**config.mk**
```make
export PLATFORM = sky130hd
export DESIGN_NAME = sipo_pack
export DESIGN_NICKNAME = d
export VERILOG_FILES = /design/src/rtl/sipo_pack.sv
export SDC_FILE = /design/constraint.sdc
export NUM_CORES = 1
export LEC_CHECK = 0
export ABC_AREA = 0
export CORE_UTILIZATION = 35
export CTS_CLUSTER_SIZE = 20
export DETAILED_ROUTE_END_ITERATION = 16
export GPL_ROUTABILITY_DRIVEN = 0
export PLACE_DENSITY = 0.55
export SLEW_MARGIN = 20
export SYNTH_ARGS = -nofsm -noshare
export SYNTH_HDL_FRONTEND = slang
export SYNTH_SLANG_ARGS = --single-unit
```
**constraint.sdc**
```tcl
create_clock -name clk_i -period 1.9 [get_ports clk_i]
set_input_delay 0.285 -clock clk_i [delete_from_list [all_inputs] [get_ports clk_i]]
set_output_delay 0.285 -clock clk_i [all_outputs]
set_load 0.005 [all_outputs]
```
**src/rtl/sipo_pack.sv**
```systemverilog
// sipo_pack: packs ratio_p consecutive width_p-bit beats from a valid/ready
// stream into one width_p*ratio_p-bit word. Lane order is little-endian
// (the first accepted beat lands in the low bits). One input beat per cycle
// is sustained while the consumer keeps ready_i high.
//
// Ports:
//   clk_i     - clock, all state updates on posedge
//   reset_ni  - asynchronous active-low reset
//   data_i    - input beat
//   valid_i   - input beat valid
//   ready_o   - block accepts a beat this cycle (combinational)
//   valid_o   - packed word valid (registered)
//   data_o    - packed word (registered)
//   ready_i   - consumer accepts the word this cycle
//
// Optional build macro SIPO_PACK_LAST_EN adds:
//   last_i    - accepted beat closes the word early
//   last_o    - word was closed by last_i
//   count_o   - number of valid lanes in data_o
module sipo_pack #(
   parameter int unsigned width_p = 8,
   parameter int unsigned ratio_p = 4
) (
   input  logic                         clk_i,
   input  logic                         reset_ni,
   input  logic [width_p-1:0]           data_i,
   input  logic                         valid_i,
   output logic                         ready_o,
   output logic                         valid_o,
   output logic [width_p*ratio_p-1:0]   data_o,
   input  logic                         ready_i
`ifdef SIPO_PACK_LAST_EN
   ,
   input  logic                         last_i,
   output logic                         last_o,
   output logic [$clog2(ratio_p+1)-1:0] count_o
`endif
);

   localparam int unsigned CNT_W   = (ratio_p > 1) ? $clog2(ratio_p) : 1;
   localparam int unsigned OUT_W   = width_p * ratio_p;
   localparam int unsigned COUNT_W = $clog2(ratio_p + 1);
   localparam logic [CNT_W-1:0] CNT_MAX = CNT_W'(ratio_p - 1);

   logic [CNT_W-1:0] cnt_r;
   logic [OUT_W-1:0] data_r;
   logic [OUT_W-1:0] word_c;
   logic             valid_r;
   logic             last_c;
   logic             acc_in_c;
   logic             acc_out_c;
   logic             close_c;

`ifdef SIPO_PACK_LAST_EN
   assign last_c = last_i;
`else
   assign last_c = 1'b0;
`endif

   // Open lanes always accept; the closing beat needs an empty or draining output.
   assign ready_o   = ((cnt_r != CNT_MAX) & ~last_c) | ~valid_r | ready_i;
   assign acc_in_c  = valid_i & ready_o;
   assign acc_out_c = valid_r & ready_i;
   assign close_c   = acc_in_c & ((cnt_r == CNT_MAX) | last_c);

   generate
      if (ratio_p > 1) begin : g_coll
         logic [width_p-1:0] lane_r [ratio_p-1];

         // Collection buffer and beat counter.
         always_ff @(posedge clk_i or negedge reset_ni) begin
            if (!reset_ni) begin
               cnt_r <= '0;
               for (int k = 0; k < int'(ratio_p) - 1; k++) lane_r[k] <= '0;
            end else if (acc_in_c) begin
               if (close_c) begin
                  cnt_r <= '0;
               end else begin
                  for (int k = 0; k < int'(ratio_p) - 1; k++) begin
                     if (cnt_r == CNT_W'(k)) lane_r[k] <= data_i;
                  end
                  cnt_r <= cnt_r + CNT_W'(1);
               end
            end
         end

         // Word as it would close this cycle: filled lanes, current beat, zeros above.
         always_comb begin
            word_c = '0;
            for (int k = 0; k < int'(ratio_p) - 1; k++) begin
               if (CNT_W'(k) < cnt_r)       word_c[k*width_p +: width_p] = lane_r[k];
               else if (CNT_W'(k) == cnt_r) word_c[k*width_p +: width_p] = data_i;
            end
            if (cnt_r == CNT_MAX) word_c[(ratio_p-1)*width_p +: width_p] = data_i;
         end
      end else begin : g_single
         assign cnt_r  = '0;
         assign word_c = data_i;
      end
   endgenerate

`ifdef SIPO_PACK_LAST_EN
   logic               last_r;
   logic [COUNT_W-1:0] count_r;
   assign last_o  = last_r;
   assign count_o = count_r;
`endif

   // Output register; a closing beat overrides a same-cycle drain (no bubble).
   always_ff @(posedge clk_i or negedge reset_ni) begin
      if (!reset_ni) begin
         data_r  <= '0;
         valid_r <= 1'b0;
`ifdef SIPO_PACK_LAST_EN
         last_r  <= 1'b0;
         count_r <= '0;
`endif
      end else if (close_c) begin
         data_r  <= word_c;
         valid_r <= 1'b1;
`ifdef SIPO_PACK_LAST_EN
         last_r  <= last_c;
         count_r <= COUNT_W'(cnt_r) + COUNT_W'(1);
`endif
      end else if (acc_out_c) begin
         valid_r <= 1'b0;
      end
   end

   assign valid_o = valid_r;
   assign data_o  = data_r;

endmodule

```
==> reports/results.ini <==
[timing]
fmax_mhz=583
finalHoldViolCount=0
period_minus_slack_ps=1720
relSlewSlack=0.715
final-setup-viol-count=0
worst_pin_slew_ps=428
tns_ps=0
slew_violations=0
rsz0062_at_grt=no
timing.final.crit_share=0.903
fin_skew_ps=5.56

[clock_network]
clk_pin_slew_ps=60
cts_tree=yes
clock_latency_ps=330
cts_buffers=9
cts_buffer_depth=2
cts_root_buf=clkbuf_8
clock_sinks=59
cts_max_level=3

[synth]
synth.avg_cell_area_um2=14.6
syn_nets=211
syn-cell-area_um2=2820
synth_cell_type_count=23
synth_top_area_share=0.523
yosys.area.top_type=dfrtp_1
synth_flop_cell=dfrtp_1
synthCells=194
synth_common_cells=dfrtp_1 (59), mux2_4 (38), mux2_2 (28)
yosys.cell_count.top_type=dfrtp_1
yosys_warnings=0
synth_async_sr_flop_share=1.00
ys_ff_latch=59
synthTopCellsByArea=dfrtp_1 (52%), mux2_4 (20%), mux2_2 (11%)
synth_edf_count=0
ys_seq_area_frac=0.523

[place]
post-dp-hpwl_um=3350
port_buffers=45

[power]
p_per_area_nw_per_um2=1660
power_leakage_uw=0.00159
totalPowerFinal_uw=5950
peakVddDrop_uv=584

[drt]
antenna_left=0
via_per_inst=4.62
wirelength_um=5210
wl_per_cell_um=14.7
route.detailed.drc=0
vias=1641
drt_iter0_markers=50
drtPass1Iterations=4

[floorplanning]
floorplan.initialDensity=0.364
boundaryPins=46
die_y_um=91.8
row_count=32
fp.dieW_um=91.8
core_area_um2=7770
die_area_um2=8430

[critical_path]
max_stage_delay_ps=420
arrival_ps=1930
worstSetupEndpointType=flop
crit_required_ps=2120
path_max_fanout=13
start_kind=flop
path_cells=buf_4 > ha_1 > nor2b_1 > a22o_1 > mux2_4
critical_path.slowest_cell=ha_1
worst-path-buf-inv=1
crit_family=adder cells
critical_path_class=reg -> reg

[global_route]
grt_antenna_before_repair=0
grt_overflow=0
grt_max_degree=60
grt_pass1_vias=1686
grt_pass1_wl_um=8740
track_usage=0.138

[min_path]
hp-class=in -> async

[final_layout]
fin_nets=266
antenna_cells=0
drive_above_1_share=0.387
syn_to_final_growth_pct=27.0

[run_status]
status=complete, no violations

[job]
drv_cap=0

## power by group
group	switching [uW]	internal (uW)	leakage [uW]	total [uW]
registers	323	1870	0.000721	2200
clock network	463	569	0.0000953	1030
logic	905	1820	0.000770	2730
total	1690	4260	0.00159	5950
## worst paths after layout
path / startpoint / endpoint / slack (ps) / cells past startpoint
setup / recovery: cnt_r[0]$_DFFE_PN0N_ / data_o[20]$_DFFE_PN0P_ / 180 / 5
hold / removal: reset_ni / data_o[7]$_DFFE_PN0P_ / 480 / 3
setup reg to reg: cnt_r[0]$_DFFE_PN0N_ / data_o[20]$_DFFE_PN0P_ / 180 / 5
hold reg to reg: g_coll.lane_r[19]$_DFFE_PN0P_ / g_coll.lane_r[19]$_DFFE_PN0P_ / 500 / 1
max in group asynchronous: reset_ni / cnt_r[0]$_DFFE_PN0N_ / 1140 / 3
min in group clk_i: g_coll.lane_r[19]$_DFFE_PN0P_ / g_coll.lane_r[19]$_DFFE_PN0P_ / 500 / 1
## through the flow
stage | hold WS [ps] | setup WS [ps] | instance area (um2) | cells | util
after floorplan | -10.6 | 239 | 2820 | 194 | -
after CTS | 500 | 23.6 | 3580 | 355 | 0.462
after global routing | 518 | 88.7 | 3590 | 355 | 0.462
final | 484 | 184 | 3590 | 355 | 0.462
after global placement | 318 | 118 | 3380 | 337 | 0.435
after detailed placement | 321 | 95.1 | 3380 | 337 | 0.435
## cells in the final DEF, fill, tap and decap left out, drive strengths merged
| cell type | instances |
|---|---|
| mux2 | 66 |
| o21ai | 12 |
| ha | 5 |
| dfrtp | 59 |
| dlymetal6s2s | 1 |
| nand2 | 29 |
| clkdlybuf4s50 | 43 |
| inv | 2 |
| nand3b | 1 |
| dlygate4sd3 | 1 |
| buf | 9 |
| clkbuf | 13 |
| nor2 | 1 |
| and3 | 1 |
| nand2b | 1 |
| clkinv | 2 |
| nor2b | 3 |
| a22o | 4 |
## area by class of cell
| type | instances | area (um2) |
|---|---|---|
| clock buffer | 13 | 169 |
| clock inverter | 2 | 10.0 |
| fill | 733 | 4180 |
| inverter | 2 | 7.51 |
| multi-input combinational | 123 | 1230 |
| sequential | 59 | 1480 |
| tap | 102 | 128 |
| timing repair buffer | 54 | 568 |
## cell families after synthesis
group           share of synthesized area
fa+ha+maj                          0.0222
mux                                 0.314
buf+inv                            0.0434
simple gates                       0.0642
flops                               0.523
compound gates                     0.0337
## routing by layer
metal,track usage,wire [um],vias up
met3,0.0323,202,9
met2,0.203,2320,37
met1,0.188,2580,810
met4,0.0781,104,0
met5,0,0,-
li1,-,-,785
## sequential cells by signal, summed over array words and instances (netlist names)
register and count:
valid_o 1, g_coll.lane_r 24, data_o 32, cnt_r 2
## worst register-to-register path, delay by kind of cell, from the launching register on
kind	cells	cell delay, ps
flip-flops	1	370
AND/OR/NAND/NOR	1	190
buffers and inverters	1	140
multiplexers	1	250
adder cells (fa/ha/maj)	1	420
AO/OA/AOI/OAI	1	230
## timing repair
item,4_1_cts,5_1_grt
buffers inserted,2,0
endpoints found under the hold margin,59,0
gates resized for setup,2,1
setup endpoints to repair,1,1
hold buffers,1,0
No activity file was read; power rests on OpenSTA's default activity.
==> patch: new RTL, config.mk and constraints unchanged <==
Change the parameter `ratio_p` from 4 to 8.
--- a/src/rtl/sipo_pack.sv
+++ b/src/rtl/sipo_pack.sv
@@ -20,5 +20,5 @@
 module sipo_pack #(
    parameter int unsigned width_p = 8,
-   parameter int unsigned ratio_p = 4
+   parameter int unsigned ratio_p = 8
 ) (
    input  logic                         clk_i,
Interface: changed (resized data_o); port bits go from 46 to 78. The function was not compared with the original's and may differ.
==> patch against the unedited design <==
  * Worst setup slack got worse by 150 ps
  * Core utilization rose by 1.7 points
  * Routed wire length rose to 2.6 times the old value
  * Power rose by 110%
  * Synthesized area rose by 100%
  * Sequential cell count rose by 65
  * Cell area rose by 110%
  * Critical endpoint is now g_coll.lane_r[52]
==> patch: results (changes against the unedited design) <==
uppermost routed layer met4; run status complete, no violations; final net count 546 (+110%); worst slew margin relative to its limit 0.697 (-0.0175); wire length on met2 6200 um (+170%); share of cells above drive strength 1 0.363 (-0.0239); slowest library cell on the worst path dfrtp_1; DP Worst Slack -72.3 ps (-167 ps); Final ANT Viol Nets 0 (unchanged); CTS clock-pin slew for the worst setup and hold paths 60 ps (about the same); metal3 WL 621 um (+210%); number of H-tree levels 4 (+1); crit path max fanout 8 (-5); cts bufs inserted 17 (+8); clk_skew 5.94 ps (+0.380 ps); GRT met2 Usage 0.254 (+0.0505); met1 global-route usage 0.239 (+0.0511); Synth Warn # 0 (unchanged); fillcell total 1440 (+96%); peak supply drop 0.776 mV (+33%); initial antenna violation count 0 (unchanged); critical path's largest stage delay 410 ps; Post-Syn Instances 436 (+120%); Worst-Skew Late Latency 410 ps (+80 ps); routed len/inst 17.7 um (+21%); DP Area 6900 um2 (+100%); vias per inst 5.04 (+8.9%); largest cells by area after synthesis dfrtp_1 54%, mux2_2 22%, a22o_1 3.8%; Synth async-reset ratio 1.00 (unchanged); Post-Syn Nets 453 (+110%); crit path DAT 2160 ps (+230 ps); Hold/Removal Path Class in2async; max reg flops 64 (+100%); number of DRC markers in iteration 0 192 (+280%); vias in the first global route 3870 (+130%); Placed Instances 722 (+110%); diode count 0 (unchanged); post-synthesis sequential area ratio 0.544 (+0.0213); synth cell count leaders 124 x dfrtp_1, 111 x mux2_2, 28 x nand2_1, 26 x o21ai_0, 25 x a22o_1; clock buffer depth 2 (unchanged); hpwl dp 8520 um (+150%); drt pass-1 iters 4 (unchanged); largest net degree at the start of global routing 50 (-17%); met3 Use GR 0.0405 (+0.00812); clock root cell clkbuf_16; first-pass GRT wire length 21300 um (+140%); Total GRT Usage 0.171 (+0.0322); fin cells 758 (+110%); IO buf count 77 (+71%); Leak 3.31 nW (+110%); library cells used by synthesis 38 (+65%); met1 WL 6370 um (+150%)
[patch: worst paths after layout]
path	startpoint	to	slack, ps	cells past startpoint
setup / recovery	cnt_r[1]	g_coll.lane_r[52]	30	6
hold / removal	reset_ni	data_o[20]	370	2
setup reg to reg	cnt_r[1]	g_coll.lane_r[52]	30	6
hold reg to reg	g_coll.lane_r[43]	g_coll.lane_r[43]	500	1
max in group asynchronous	reset_ni	g_coll.lane_r[40]	940	3
min in group clk_i	g_coll.lane_r[43]	g_coll.lane_r[43]	500	1
[patch: cell type report]
| class | instances | area [um2] | share of cell area |
|---|---|---|---|
| clock inverter | 12 | 120 | 0.0158 |
| inverter | 11 | 41.3 | 0.00543 |
| tap | 216 | 270 | 0.0355 |
| clock buffer | 20 | 467 | 0.0614 |
| sequential | 124 | 3100 | 0.408 |
| multi-input combinational | 261 | 2380 | 0.313 |
| timing repair buffer | 114 | 1230 | 0.161 |
[patch: what timing repair did]
item	in CTS	in global routing
pin swaps	1	0
setup endpoints to repair	66	58
hold endpoints to repair	28	0
hold buffers	1	0
cloned	0	1
setup buffers	1	1
resized for setup	6	8
[patch: cell families after synthesis]
group / count (synthesis) / synth area share
multiplexers: 129 / 0.258
flip-flops: 124 / 0.544
AO/OA/AOI/OAI: 68 / 0.0849
AND/OR/NAND/NOR: 59 / 0.0559
adder cells (fa/ha/maj): 5 / 0.0110
buffers and inverters: 51 / 0.0461
[patch: report_power, final]
part           switching [W]  total, W  internal [W]  leakage [nW]
registers           0.000636   0.00449       0.00386          1.56
logic                0.00199   0.00496       0.00297          1.47
clock network        0.00115   0.00317       0.00202         0.283
[patch: worst max-delay path, delay by kind of cell (launching register included)]
family        cells  cell delay, ps
fa+ha+maj         2             390
buf+inv           1             140
flops             1             410
mux               1             330
simple gates      2             470
